**src/rtl/if_fetch_ctl_if.sv**
```systemverilog
//==============================================================================
// Module   : if_fetch_ctl_if
// Brief    : preIF / instruction-memory / IF-stage signal bundle for if_fetch_ctl
// Revision : 1.0 - initial release
//==============================================================================
`default_nettype none

interface if_fetch_ctl_if #(
  parameter int DATA_W = 64
);
  logic              preif_req_i;
  logic [31:0]       preif_pc_i;
  logic              preif_addr_ok_o;
  logic              inst_req_o;
  logic [31:0]       inst_addr_o;
  logic              inst_addr_ok_i;
  logic              inst_data_ok_i;
  logic [DATA_W-1:0] inst_rdata_i;
  logic              if_valid_i;
  logic              if_no_req_i;
  logic              id_allowin_i;
  logic              flush_i;
  logic              if_ready_go_o;
  logic [DATA_W-1:0] if_inst_o;
  logic [1:0]        outst_cnt_o;

  // Fetch controller side
  modport master (
    input  preif_req_i, preif_pc_i, inst_addr_ok_i, inst_data_ok_i, inst_rdata_i,
           if_valid_i, if_no_req_i, id_allowin_i, flush_i,
    output preif_addr_ok_o, inst_req_o, inst_addr_o, if_ready_go_o, if_inst_o,
           outst_cnt_o
  );

  // Surrounding pipeline / memory side
  modport slave (
    output preif_req_i, preif_pc_i, inst_addr_ok_i, inst_data_ok_i, inst_rdata_i,
           if_valid_i, if_no_req_i, id_allowin_i, flush_i,
    input  preif_addr_ok_o, inst_req_o, inst_addr_o, if_ready_go_o, if_inst_o,
           outst_cnt_o
  );
endinterface

`default_nettype wire

```
**src/rtl/if_fetch_ctl.sv**
```systemverilog
//==============================================================================
// Module   : if_fetch_ctl
// Brief    : Instruction-fetch request controller with outstanding tracking,
//            flush discard of in-flight responses and a one-entry data buffer.
// Revision : 1.0 - initial release
//==============================================================================
`default_nettype none

module if_fetch_ctl #(
  parameter int MAX_OUTST = 2,
  parameter int DATA_W    = 64
) (
  input  wire logic     clk,
  input  wire logic     rst,
  if_fetch_ctl_if.master bus
);

  localparam logic [1:0] C_MAX_OUTST = 2'(MAX_OUTST);

  typedef enum logic [0:0] {
    S_IDLE = 1'b0,
    S_HOLD = 1'b1
  } state_t;

  state_t            r_state;
  state_t            w_state_nxt;
  logic [31:0]       r_addr;
  logic [1:0]        r_outst;
  logic [1:0]        r_discard;
  logic              r_flush_pend;
  logic              r_buf_valid;
  logic [DATA_W-1:0] r_buf_data;

  logic              w_issue;
  logic              w_req;
  logic [31:0]       w_addr;
  logic              w_accept;
  logic              w_data_acc;
  logic              w_drop;
  logic              w_consume;
  logic              w_ready_go;

  //--------------------------------------------------------------------------
  // Request FSM
  //--------------------------------------------------------------------------
  always_ff @(posedge clk or posedge rst) begin
    if (rst) begin
      r_state <= S_IDLE;
    end else begin
      r_state <= w_state_nxt;
    end
  end

  always_comb begin
    w_state_nxt = r_state;
    w_issue     = 1'b0;
    w_req       = 1'b0;
    w_addr      = 32'd0;
    case (r_state)
      S_IDLE: begin
        if (bus.preif_req_i && !bus.flush_i && (r_outst < C_MAX_OUTST) && !r_buf_valid) begin
          w_issue = 1'b1;
          w_req   = 1'b1;
          w_addr  = bus.preif_pc_i;
          if (!bus.inst_addr_ok_i) begin
            w_state_nxt = S_HOLD;
          end
        end
      end
      S_HOLD: begin
        // A request already on the bus must stay stable until accepted, even across a flush
        w_req  = 1'b1;
        w_addr = r_addr;
        if (bus.inst_addr_ok_i) begin
          w_state_nxt = S_IDLE;
        end
      end
      default: begin
        w_state_nxt = S_IDLE;
      end
    endcase
  end

  assign w_accept   = w_req & bus.inst_addr_ok_i;
  assign w_data_acc = bus.inst_data_ok_i & (r_discard == 2'd0);
  assign w_drop     = bus.inst_data_ok_i & (r_discard != 2'd0);
  assign w_consume  = bus.if_valid_i & bus.id_allowin_i;
  assign w_ready_go = bus.if_valid_i & ~bus.flush_i
                    & (bus.if_no_req_i | r_buf_valid | w_data_acc);

  //--------------------------------------------------------------------------
  // Held address, outstanding and discard bookkeeping
  //--------------------------------------------------------------------------
  always_ff @(posedge clk or posedge rst) begin
    if (rst) begin
      r_addr       <= 32'd0;
      r_outst      <= 2'd0;
      r_discard    <= 2'd0;
      r_flush_pend <= 1'b0;
    end else begin
      if (w_issue && !bus.inst_addr_ok_i) begin
        r_addr <= bus.preif_pc_i;
      end

      r_outst <= r_outst + {1'b0, w_accept} - {1'b0, bus.inst_data_ok_i};

      if ((r_state == S_HOLD) && w_accept) begin
        r_flush_pend <= 1'b0;
      end else if ((r_state == S_HOLD) && bus.flush_i) begin
        r_flush_pend <= 1'b1;
      end

      // Everything in flight at the flush, including a same-cycle acceptance, is stale
      if (bus.flush_i) begin
        r_discard <= r_outst - {1'b0, bus.inst_data_ok_i} + {1'b0, w_accept};
      end else begin
        r_discard <= r_discard - {1'b0, w_drop} + {1'b0, w_accept & r_flush_pend};
      end
    end
  end

  //--------------------------------------------------------------------------
  // One-entry response buffer
  //--------------------------------------------------------------------------
  always_ff @(posedge clk or posedge rst) begin
    if (rst) begin
      r_buf_valid <= 1'b0;
      r_buf_data  <= '0;
    end else begin
      if (bus.flush_i) begin
        r_buf_valid <= 1'b0;
      end else if (w_data_acc && !w_consume) begin
        r_buf_valid <= 1'b1;
        r_buf_data  <= bus.inst_rdata_i;
      end else if (w_consume && w_ready_go) begin
        r_buf_valid <= 1'b0;
      end
    end
  end

  //--------------------------------------------------------------------------
  // Outputs are forced low while reset is held, independent of the inputs
  //--------------------------------------------------------------------------
  assign bus.inst_req_o      = w_req & ~rst;
  assign bus.inst_addr_o     = rst ? 32'd0 : w_addr;
  assign bus.preif_addr_ok_o = w_accept & ~bus.flush_i & ~r_flush_pend & ~rst;
  assign bus.if_ready_go_o   = w_ready_go & ~rst;
  assign bus.if_inst_o       = rst ? '0 : (r_buf_valid ? r_buf_data : bus.inst_rdata_i);
  assign bus.outst_cnt_o     = rst ? 2'd0 : r_outst;

  //--------------------------------------------------------------------------
  // Counter must never wrap in either direction
  //--------------------------------------------------------------------------
  a_outst_no_overflow : assert property (@(posedge clk) disable iff (rst)
    !(w_accept && !bus.inst_data_ok_i && (r_outst == C_MAX_OUTST)));

  a_outst_no_underflow : assert property (@(posedge clk) disable iff (rst)
    !(bus.inst_data_ok_i && !w_accept && (r_outst == 2'd0)));

endmodule

`default_nettype wire

```
**src/flat_wrapper.sv**
```systemverilog
// flat-port wrapper written by rule: the top's interface ports become plain ports
module if_fetch_ctl_flat 
#(
  parameter int MAX_OUTST = 2,
  parameter int DATA_W    = 64
)
  (clk, rst, bus_preif_req_i, bus_preif_pc_i, bus_inst_addr_ok_i, bus_inst_data_ok_i, bus_inst_rdata_i, bus_if_valid_i, bus_if_no_req_i, bus_id_allowin_i, bus_flush_i, bus_preif_addr_ok_o, bus_inst_req_o, bus_inst_addr_o, bus_if_ready_go_o, bus_if_inst_o, bus_outst_cnt_o);
  if_fetch_ctl_if #(.DATA_W(DATA_W)) bus_i ();
  input  wire logic clk;
  input  wire logic rst;
  input wire logic [$bits(bus_i.preif_req_i)-1:0] bus_preif_req_i;
  input wire logic [$bits(bus_i.preif_pc_i)-1:0] bus_preif_pc_i;
  input wire logic [$bits(bus_i.inst_addr_ok_i)-1:0] bus_inst_addr_ok_i;
  input wire logic [$bits(bus_i.inst_data_ok_i)-1:0] bus_inst_data_ok_i;
  input wire logic [$bits(bus_i.inst_rdata_i)-1:0] bus_inst_rdata_i;
  input wire logic [$bits(bus_i.if_valid_i)-1:0] bus_if_valid_i;
  input wire logic [$bits(bus_i.if_no_req_i)-1:0] bus_if_no_req_i;
  input wire logic [$bits(bus_i.id_allowin_i)-1:0] bus_id_allowin_i;
  input wire logic [$bits(bus_i.flush_i)-1:0] bus_flush_i;
  output wire logic [$bits(bus_i.preif_addr_ok_o)-1:0] bus_preif_addr_ok_o;
  output wire logic [$bits(bus_i.inst_req_o)-1:0] bus_inst_req_o;
  output wire logic [$bits(bus_i.inst_addr_o)-1:0] bus_inst_addr_o;
  output wire logic [$bits(bus_i.if_ready_go_o)-1:0] bus_if_ready_go_o;
  output wire logic [$bits(bus_i.if_inst_o)-1:0] bus_if_inst_o;
  output wire logic [$bits(bus_i.outst_cnt_o)-1:0] bus_outst_cnt_o;
  assign bus_i.preif_req_i = bus_preif_req_i;
  assign bus_i.preif_pc_i = bus_preif_pc_i;
  assign bus_i.inst_addr_ok_i = bus_inst_addr_ok_i;
  assign bus_i.inst_data_ok_i = bus_inst_data_ok_i;
  assign bus_i.inst_rdata_i = bus_inst_rdata_i;
  assign bus_i.if_valid_i = bus_if_valid_i;
  assign bus_i.if_no_req_i = bus_if_no_req_i;
  assign bus_i.id_allowin_i = bus_id_allowin_i;
  assign bus_i.flush_i = bus_flush_i;
  assign bus_preif_addr_ok_o = bus_i.preif_addr_ok_o;
  assign bus_inst_req_o = bus_i.inst_req_o;
  assign bus_inst_addr_o = bus_i.inst_addr_o;
  assign bus_if_ready_go_o = bus_i.if_ready_go_o;
  assign bus_if_inst_o = bus_i.if_inst_o;
  assign bus_outst_cnt_o = bus_i.outst_cnt_o;
  if_fetch_ctl #(.MAX_OUTST(MAX_OUTST), .DATA_W(DATA_W)) u_core (.clk(clk), .rst(rst), .bus(bus_i));
endmodule
```
**config.mk**
```make
export PLATFORM = sky130hd
export DESIGN_NAME = if_fetch_ctl_flat
export DESIGN_NICKNAME = d
export VERILOG_FILES = /design/src/rtl/if_fetch_ctl_if.sv /design/src/rtl/if_fetch_ctl.sv /design/src/flat_wrapper.sv
export SDC_FILE = /design/constraint.sdc
export NUM_CORES = 1
export LEC_CHECK = 0
export ABC_CLOCK_PERIOD_IN_PS = 6600
export BUFFER_PORTS_ARGS = -buffer_cell sky130_fd_sc_hd__buf_4
export CAP_MARGIN = 5
export CORE_ASPECT_RATIO = 0.9
export CORE_MARGIN = 4
export CORE_UTILIZATION = 53
export DETAILED_ROUTE_END_ITERATION = 16
export PLACE_DENSITY = 0.93
export SYNTH_ARGS = -nofsm -noshare
export SYNTH_HDL_FRONTEND = slang
export SYNTH_SLANG_ARGS = --single-unit
export TNS_END_PERCENT = 10
```
**constraint.sdc**
```tcl
create_clock -name clk -period 6.6 [get_ports clk]
set_input_delay 0.66 -clock clk [delete_from_list [all_inputs] [get_ports clk]]
set_output_delay 0.66 -clock clk [all_outputs]
set_load 0.02 [all_outputs]
```
==> results of run 1 <==
flip-flops by register name, indices dropped and copies added, names as in the netlist:
| signal | cells |
|---|---|
| u_core.r_outst | 2 |
| u_core.r_buf_data | 64 |
| u_core.r_state | 1 |
| u_core.r_discard | 2 |
| u_core.r_buf_valid | 1 |
| u_core.r_addr | 32 |
| u_core.r_flush_pend | 1 |
area by class of cell:
class                           count  area [µm²]
Clock buffer                       12         267
Clock inverter                      4        28.8
Fill cell                         720        2890
Inverter                            8        32.5
Multi-Input combinational cell    318        2770
Sequential cell                   103        2580
Tap cell                          129         161
Timing Repair Buffer              207        1560
cells in the final DEF (no fill, tap or decap), types with 2 or more instances in the layout:
cell	n
clkbuf_16	9
xnor2_1	4
a21oi_1	4
inv_1	7
clkbuf_8	3
mux2i_1	96
dfrtp_1	101
nor2b_1	4
ha_1	4
nor2_1	101
mux2_2	68
buf_4	206
clkinvlp_4	2
mux2_4	30
power groups by stage:
stage	clock network [µW]	logic (µW)	registers [µW]
after floorplan	0	702	1060
after global placement	0	849	1140
after detailed placement	0	894	1160
after CTS	519	894	1160
after global routing	547	956	1200
final	507	884	1160
kinds of logic (layout without fill, tap and decap cells):
kind of cell | count (synthesis) | after routing | synth area share
fa+ha+maj | 4 | 4 | 0.00895
mux | 194 | 194 | 0.389
compound gates | 6 | 6 | 0.00604
buf+inv | 39 | 231 | 0.0447
xor+xnor | 4 | 4 | 0.00626
simple gates | 110 | 110 | 0.0839
flops | 103 | 103 | 0.461
Yosys cell counts:
cell type / n / share of area
mux2i_1: 96 / 0.17
mux2_4: 30 / 0.081
clkbuf_8: 6 / 0.015
buf_6: 4 / 0.0081
ha_1: 4 / 0.0089
nor4b_1: 1 / 0.0016
buf_1: 2 / 0.0013
clkbuf_1: 10 / 0.0067
nor2b_1: 4 / 0.0045
buf_2: 8 / 0.0072
a21oi_1: 4 / 0.0036
mux2_2: 68 / 0.14
o21ai_1: 1 / 0.00089
nand3_4: 1 / 0.0031
nand2_2: 1 / 0.0011
inv_1: 8 / 0.0054
nor2_1: 101 / 0.068
xnor2_1: 4 / 0.0063
and3b_1: 1 / 0.0016
dfrtp_1: 103 / 0.46
buf_4: 1 / 0.0013
nor4b_4: 1 / 0.0043
a2111oi_0: 1 / 0.0016
worst max-delay path: stages:
cell and delay, ps:
buf_4 290, inv_4 610, o21ai_2 270, buf_8 250
nor4b_1 260, buf_4 200
metal layers:
metal | share of wire | wire [µm]
met1 | 0.42 | 5430
met2 | 0.49 | 6390
met3 | 0.082 | 1070
met4 | 0.011 | 146
met5 | 0 | 0
worst max path at each step:
stage                     cells past startpoint                   to
after floorplan                               3  bus_preif_addr_ok_o
after global routing                          6  bus_preif_addr_ok_o
after global placement                        5  bus_preif_addr_ok_o
after detailed placement                      5  bus_preif_addr_ok_o
after CTS                                     4  bus_inst_addr_o[10]
final                                         6  bus_preif_addr_ok_o
metrics by stage:
stage,power (µW),utilization
after floorplan,1770,-
after global placement,1990,0.689
after detailed placement,2060,0.689
after CTS,2570,0.718
after global routing,2700,0.719
final,2550,0.719
==> summary.txt, run 1 <==
Timing
  • Setup slack of the critical path after layout: 3320 ps
  • Number of max-slew violations in the final report: 0
  • Post-route clock period utilization: 0.497
  • Final-layout setup total negative slack: 0 ps
  • Fmax: 305 MHz
  • RSZ-0062 raised after global routing: no
  • Slew Limit Headroom: 0.244
  • Total setup violations reported at the end of the flow: 0
  • Tightest hold margin: 505 ps
  • Time the worst path needs with I/O delays and setup: 3280 ps
  • Worst Skew: 6.49 ps
  • Slew at the pin closest to its max-slew limit: 1130 ps
  • Final hold violation count: 0

Placement
  • Post-detailed-placement half-perimeter wirelength: 9590 µm
  • Total of buffers placed on input and output ports: 205
  • Minimum setup slack after placement: 3110 ps
  • Placer's final routability congestion estimate: 0.823
  • Placed cell count: 764
  • Cell Area, Placed: 0.00709 mm²

Synth
  • Count of state elements after synthesis: 103
  • Synthesized Nets: 569
  • Post-synthesis average cell area: 12.2 µm²
  • Number of distinct library cell variants in the gate-level netlist after synthesis: 23
  • Post-Syn Area: 0.00559 mm²
  • Proportion of synthesized chip area in sequential cells: 0.461
  • Gate count of the mapped netlist: 460
  • Warnings, synthesis: 0

Worst setup path
  • Endpoint of the lowest-slack register-to-register path: u_core.r_addr[3]$_DFFE_PP0P_
  • Class of the most critical setup path: input pin to output pin
  • Required time at the worst-slack endpoint: 5940 ps
  • R2r startpoint: u_core.r_buf_valid$_DFFE_PP0P_
  • Critical Path Fanout Max: 68
  • Startpoint of the most critical setup path: rst
  • Worst reg-to-reg path cell count: 3
  • Critical Path Source Type: input pin
  • Worst-case register-to-register setup slack: 3910 ps
  • Worst endpoint data arrival time: 2620 ps
  • Kind of end point of the critical path: output pin

Power
  • Sequential share of power: 0.456
  • Areal power density over the cells: 345 mW/mm²
  • Combinational share of power: 0.346
  • Switching power: 784 µW
  • Portion of total power attributed to the clock network: 0.198
  • Maximum ir drop on the vdd rail: 195 µV
  • Cell internal pwr: 1770 µW
  • Leak pwr: 0.00355 µW
  • Switching part of the total power: 0.307

Clock tree
  • Library cell used as clock root buffer: clkbuf_16
  • Clock tree from TritonCTS: done
  • Clock latency at the later pin of the worst-skew pair: 330 ps
  • Clock transition at the registers of the reported paths: 60 ps
  • Number of hold buffers added after cts: 0
  • Total CTS buffers: 9
  • Buffer levels on the longest clock path: 2
  • Resize count post-CTS: 0
  • Number of clock sinks: 103
  • Number of setup buffers added after CTS: 0
  • H-tree levels: 3

Global route
  • Gr ovfl total: 0
  • Met2 Usage GRT: 0.353
  • Highest-utilization routing layer at the global route stage: met2
  • Pin count of the biggest net entering global routing: 69
  • Vias in the first global route: 4246
  • Antenna violations before repair: 0
  • Wire length of the first global-routing pass: 20400 µm
  • Global-route track usage on met3: 0.0344
  • Met1 track demand over resource in global routing: 0.271
  • Total routing resource utilization after global routing: 0.207

Worst hold path
  • Class of the tightest hold or removal check: register to register
  • Worst Hold Endpoint: u_core.r_buf_data[42]$_DFFE_PP0P_
  • Worst hold path startpoint: u_core.r_buf_data[42]$_DFFE_PP0P_
  • Worst Hold Path Cells: 1

Die
  • Core ar.: 0.0103 mm²
  • Die area: 0.0123 mm²
  • Starting density of the core: 0.543
  • Horizontal die dimension: 116 µm
  • Floorplan die height: 105 µm
  • Number of cell rows: 35
  • I/O pin total: 206

Final layout
  • Post-route design area: 0.00740 mm²
  • Number of inserted diodes: 0
  • Area growth syn-to-layout: 32.3%
  • Fraction of layout cells with a size suffix above 1: 0.503
  • Nets@finish: 756
  • Number of standard cells in the layout, taps in and fillers out: 781

Route
  • Routed vias/inst: 5.33
  • Via count: 4161
  • Total length of routed wires: 13000 µm
  • First drt pass iteration count: 4
  • WL/cell: 16.7 µm
  • Starting DRT DRC Count: 187
  • Post-DRT Antenna Nets: 0
  • Total DRC errors in the routed layout: 0

Outcome
  • Outcome: finished clean

Flow run
  • Max_cap viols: 0
Note: power is estimated with default switching activity, not from simulation.
==> inputs of run 2 (changes only) <==
Settings changed: ABC_AREA from default to 1, ABC_CLOCK_PERIOD_IN_PS 6600 to 2700, CORE_UTILIZATION 53 to 46, PLACE_DENSITY 0.93 to 0.85.
Clock period 6.6 ns to 2.7 ns, I/O delays scaled along.
==> summary.txt, run 2 <==
Clock tree
  • Clock tree from TritonCTS: done (unchanged)
  • Buffer levels on the longest clock path: 2 (unchanged)
  • Total CTS buffers: 9 (unchanged)
  • Clock latency at the later pin of the worst-skew pair: 350 ps (was 330 ps)
  • H-tree levels: 3 (unchanged)
  • Number of clock sinks: 103 (unchanged)
  • Library cell used as clock root buffer: clkbuf_16 (unchanged)
  • Clock transition at the registers of the reported paths: 70 ps (was 60 ps)
  • Number of setup buffers added after CTS: 0 (unchanged)
  • Number of hold buffers added after cts: 0 (unchanged)
  • Resize count post-CTS: 0 (unchanged)

Die
  • Starting density of the core: 0.469 (was 0.543)
  • Horizontal die dimension: 128 µm (was 116 µm)
  • Floorplan die height: 116 µm (was 105 µm)
  • Die area: 0.0148 mm² (was 0.0123 mm²)
  • I/O pin total: 206 (unchanged)
  • Number of cell rows: 39 (was 35)
  • Core ar.: 0.0126 mm² (was 0.0103 mm²)

Timing
  • Number of max-slew violations in the final report: 0 (unchanged)
  • Tightest hold margin: 45.5 ps (was 505 ps)
  • Fmax: 426 MHz
  • Total setup violations reported at the end of the flow: 0 (unchanged)
  • Final-layout setup total negative slack: 0 ps (unchanged)
  • RSZ-0062 raised after global routing: no (unchanged)
  • Worst Skew: 6.12 ps (was 6.49 ps)
  • Slew at the pin closest to its max-slew limit: 834 ps (was 1130 ps)
  • Final hold violation count: 0 (unchanged)
  • Time the worst path needs with I/O delays and setup: 2350 ps
  • Post-route clock period utilization: 0.869
  • Slew Limit Headroom: 0.443 (was 0.244)

Global route
  • Antenna violations before repair: 0 (unchanged)
  • Vias in the first global route: 4755 (was 4246)
  • Pin count of the biggest net entering global routing: 100 (was 69)
  • Total routing resource utilization after global routing: 0.190 (was 0.207)
  • Gr ovfl total: 0 (unchanged)
  • Wire length of the first global-routing pass: 23000 µm (was 20400 µm)

Worst setup path
  • Kind of end point of the critical path: output pin (unchanged)
  • Class of the most critical setup path: register to output pin (was input pin to output pin)
  • Worst-case register-to-register setup slack: 780 ps (was 3910 ps)
  • Worst endpoint data arrival time: 2080 ps (was 2620 ps)
  • Worst reg-to-reg path cell count: 3 (unchanged)
  • Critical Path Source Type: register (was input pin)
  • Number of buffer and inverter stages on the critical path: 1 (was 4)
  • Ordered list of cells on the worst path: nor2_2 -> nand2_1 -> nand2_1 -> nand2_2 -> nor2_1 -> buf_4 (was buf_4 -> inv_4 -> o21ai_2 -> buf_8 -> nor4b_1 -> buf_4)
  • Required time at the worst-slack endpoint: 2430 ps (was 5940 ps)
  • Family with the most delay on the worst path: simple AND/OR/NAND/NOR gates (was buffers and inverters)
  • Path length in cells of the critical path: 6 (unchanged)
  • Critical Path Fanout Max: 34 (was 68)
  • Critical Path Most Common Cell: nand2_1 (was buf_4)
  • Master of the slowest instance on the critical path: dfrtp_2 (was inv_4)
  • Delay contributed by the slowest stage of the critical path: 530 ps (was 610 ps)

Route
  • Total DRC errors in the routed layout: 0 (unchanged)
  • WL/cell: 12.8 µm (was 16.7 µm)
  • Starting DRT DRC Count: 376 (was 187)
  • Via count: 5264 (was 4161)
  • Routed vias/inst: 4.82 (was 5.33)
  • Total length of routed wires: 14000 µm (was 13000 µm)
  • Post-DRT Antenna Nets: 0 (unchanged)
  • First drt pass iteration count: 4 (unchanged)

Outcome
  • Outcome: finished clean (unchanged)

Placement
  • Total of buffers placed on input and output ports: 205 (unchanged)
  • Post-detailed-placement half-perimeter wirelength: 9980 µm (was 9590 µm)
  • Placer's final routability congestion estimate: 0.823 (about the same)

Power
  • Areal power density over the cells: 844 mW/mm² (was 345 mW/mm²)
  • Leak pwr: 0.00410 µW (was 0.00355 µW)
  • Maximum ir drop on the vdd rail: 506 µV (was 195 µV)

Synth
  • Number of distinct library cell variants in the gate-level netlist after synthesis: 23 (unchanged)
  • Top post-synthesis cells by count: nand2_1, dfrtp_1, inv_1 (was dfrtp_1, nor2_1, mux2i_1)
  • Cells taking the most area after synthesis: dfrtp_1, o21ai_0, nand2_1 (was dfrtp_1, mux2i_1, mux2_2)
  • Prevailing post-synth register cell: dfrtp_1 (unchanged)
  • Synthesized Nets: 861 (was 569)
  • Post-Syn Area: 0.00592 mm² (was 0.00559 mm²)
  • Leading area contributor after synthesis: dfrtp_1 (unchanged)
  • Warnings, synthesis: 0 (unchanged)
  • Share of flip-flops with an asynchronous set or reset after synthesis: 1.00 (unchanged)
  • Gate count of the mapped netlist: 752 (was 460)
  • Number of enable flip-flop cells after synthesis: 0 (unchanged)
  • Area share of the largest cell type after synthesis: 0.435 (was 0.461)
  • Cell with the most instances after synthesis: nand2_1 (was dfrtp_1)
  • Proportion of synthesized chip area in sequential cells: 0.435 (was 0.461)
  • Count of state elements after synthesis: 103 (unchanged)
  • Post-synthesis average cell area: 7.88 µm² (was 12.2 µm²)

Final layout
  • Register with the most flip-flops: u_core.r_buf_data (unchanged)
  • Utilization of the core after routing: 0.610 (was 0.719)
  • Most common cell after layout, fill and taps aside: buf_4 (unchanged)
  • Number of inserted diodes: 0 (unchanged)
  • Highest-count cells in the layout ignoring fill and taps: buf_4, nand2_1, dfrtp_1 (was buf_4, nor2_1, dfrtp_1)
  • Nets@finish: 1034 (was 756)
  • Number of flip-flops in the largest register: 64 (unchanged)
  • Fraction of layout cells with a size suffix above 1: 0.372 (was 0.503)
  • Area growth syn-to-layout: 30.2% (was 32.3%)
  • Largest regs: u_core.r_buf_data x64, u_core.r_addr x32 (unchanged)

Flow run
  • Max_cap viols: 0 (unchanged)

Worst hold path
  • Class of the tightest hold or removal check: input pin to async pin (was register to register)
run 2: cell count changes in the layout (fill, tap and decap cells not counted), sizes merged, moves of 46 or more:
cell	before	now
mux2i	96	0
inv	8	103
a21oi	4	50
o21ai	1	179
nand2	1	181
mux2	98	0
run 2: cell families after synthesis:
| family | synth area share |
|---|---|
| buf+inv | 0.128 |
| compound gates | 0.225 |
| simple gates | 0.204 |
| fa+ha+maj | 0.00845 |
| flops | 0.435 |
run 2: layout make-up:
class                      count  area (µm²)
multi-input combinational    497        2590
inverter                     102         385
clock inverter                 5        82.6
tap                          164         205
clock buffer                  10         229
fill                        1102        4930
timing repair buffer         212        1640
sequential                   103        2580
run 2: tightest hold or removal path, stage by stage:
cell and delay, ps:
buf_4 130, inv_4 80, buf_12 320
run 2: worst paths after layout:
kind / from / to
setup / recovery: u_core.r_buf_valid$_DFFE_PP0P_ / bus_inst_addr_o[12]
hold / removal: rst / u_core.r_buf_valid$_DFFE_PP0P_
setup reg to reg: u_core.r_buf_valid$_DFFE_PP0P_ / u_core.r_addr[20]$_DFFE_PP0P_
hold reg to reg: u_core.r_buf_data[58]$_DFFE_PP0P_ / u_core.r_buf_data[58]$_DFFE_PP0P_
max in group asynchronous: rst / u_core.r_buf_data[12]$_DFFE_PP0P_
min in group clk: bus_inst_addr_ok_i / u_core.r_state$_DFF_PP0_
run 2: report_power, final:
| group | internal, µW | switching [µW] | total [µW] |
|---|---|---|---|
| clock | 811 | 568 | 1380 |
| combinational | 1030 | 1480 | 2510 |
| sequential | 2300 | 313 | 2610 |
| total | 4140 | 2360 | 6510 |
run 2: per-layer routing:
metal	up-vias	GRT usage	part of all wire
met5	-	0	0
met4	0	0.0665	0.019
met3	23	0.0442	0.055
met2	139	0.297	0.48
met1	2381	0.261	0.44
li1	2721	-	-
run 2: per-stage QoR:
stage                     setup slack [ps]  std cells  cell area, µm²  total power [µW]
after global placement                 800       1078            7400              5060
after CTS                              349       1093            7710              6580
after floorplan                        477        752            5930              4460
after detailed placement               753       1078            7400              5170
after global routing                   160       1093            7710              7030
final                                  353       1093            7710              6510
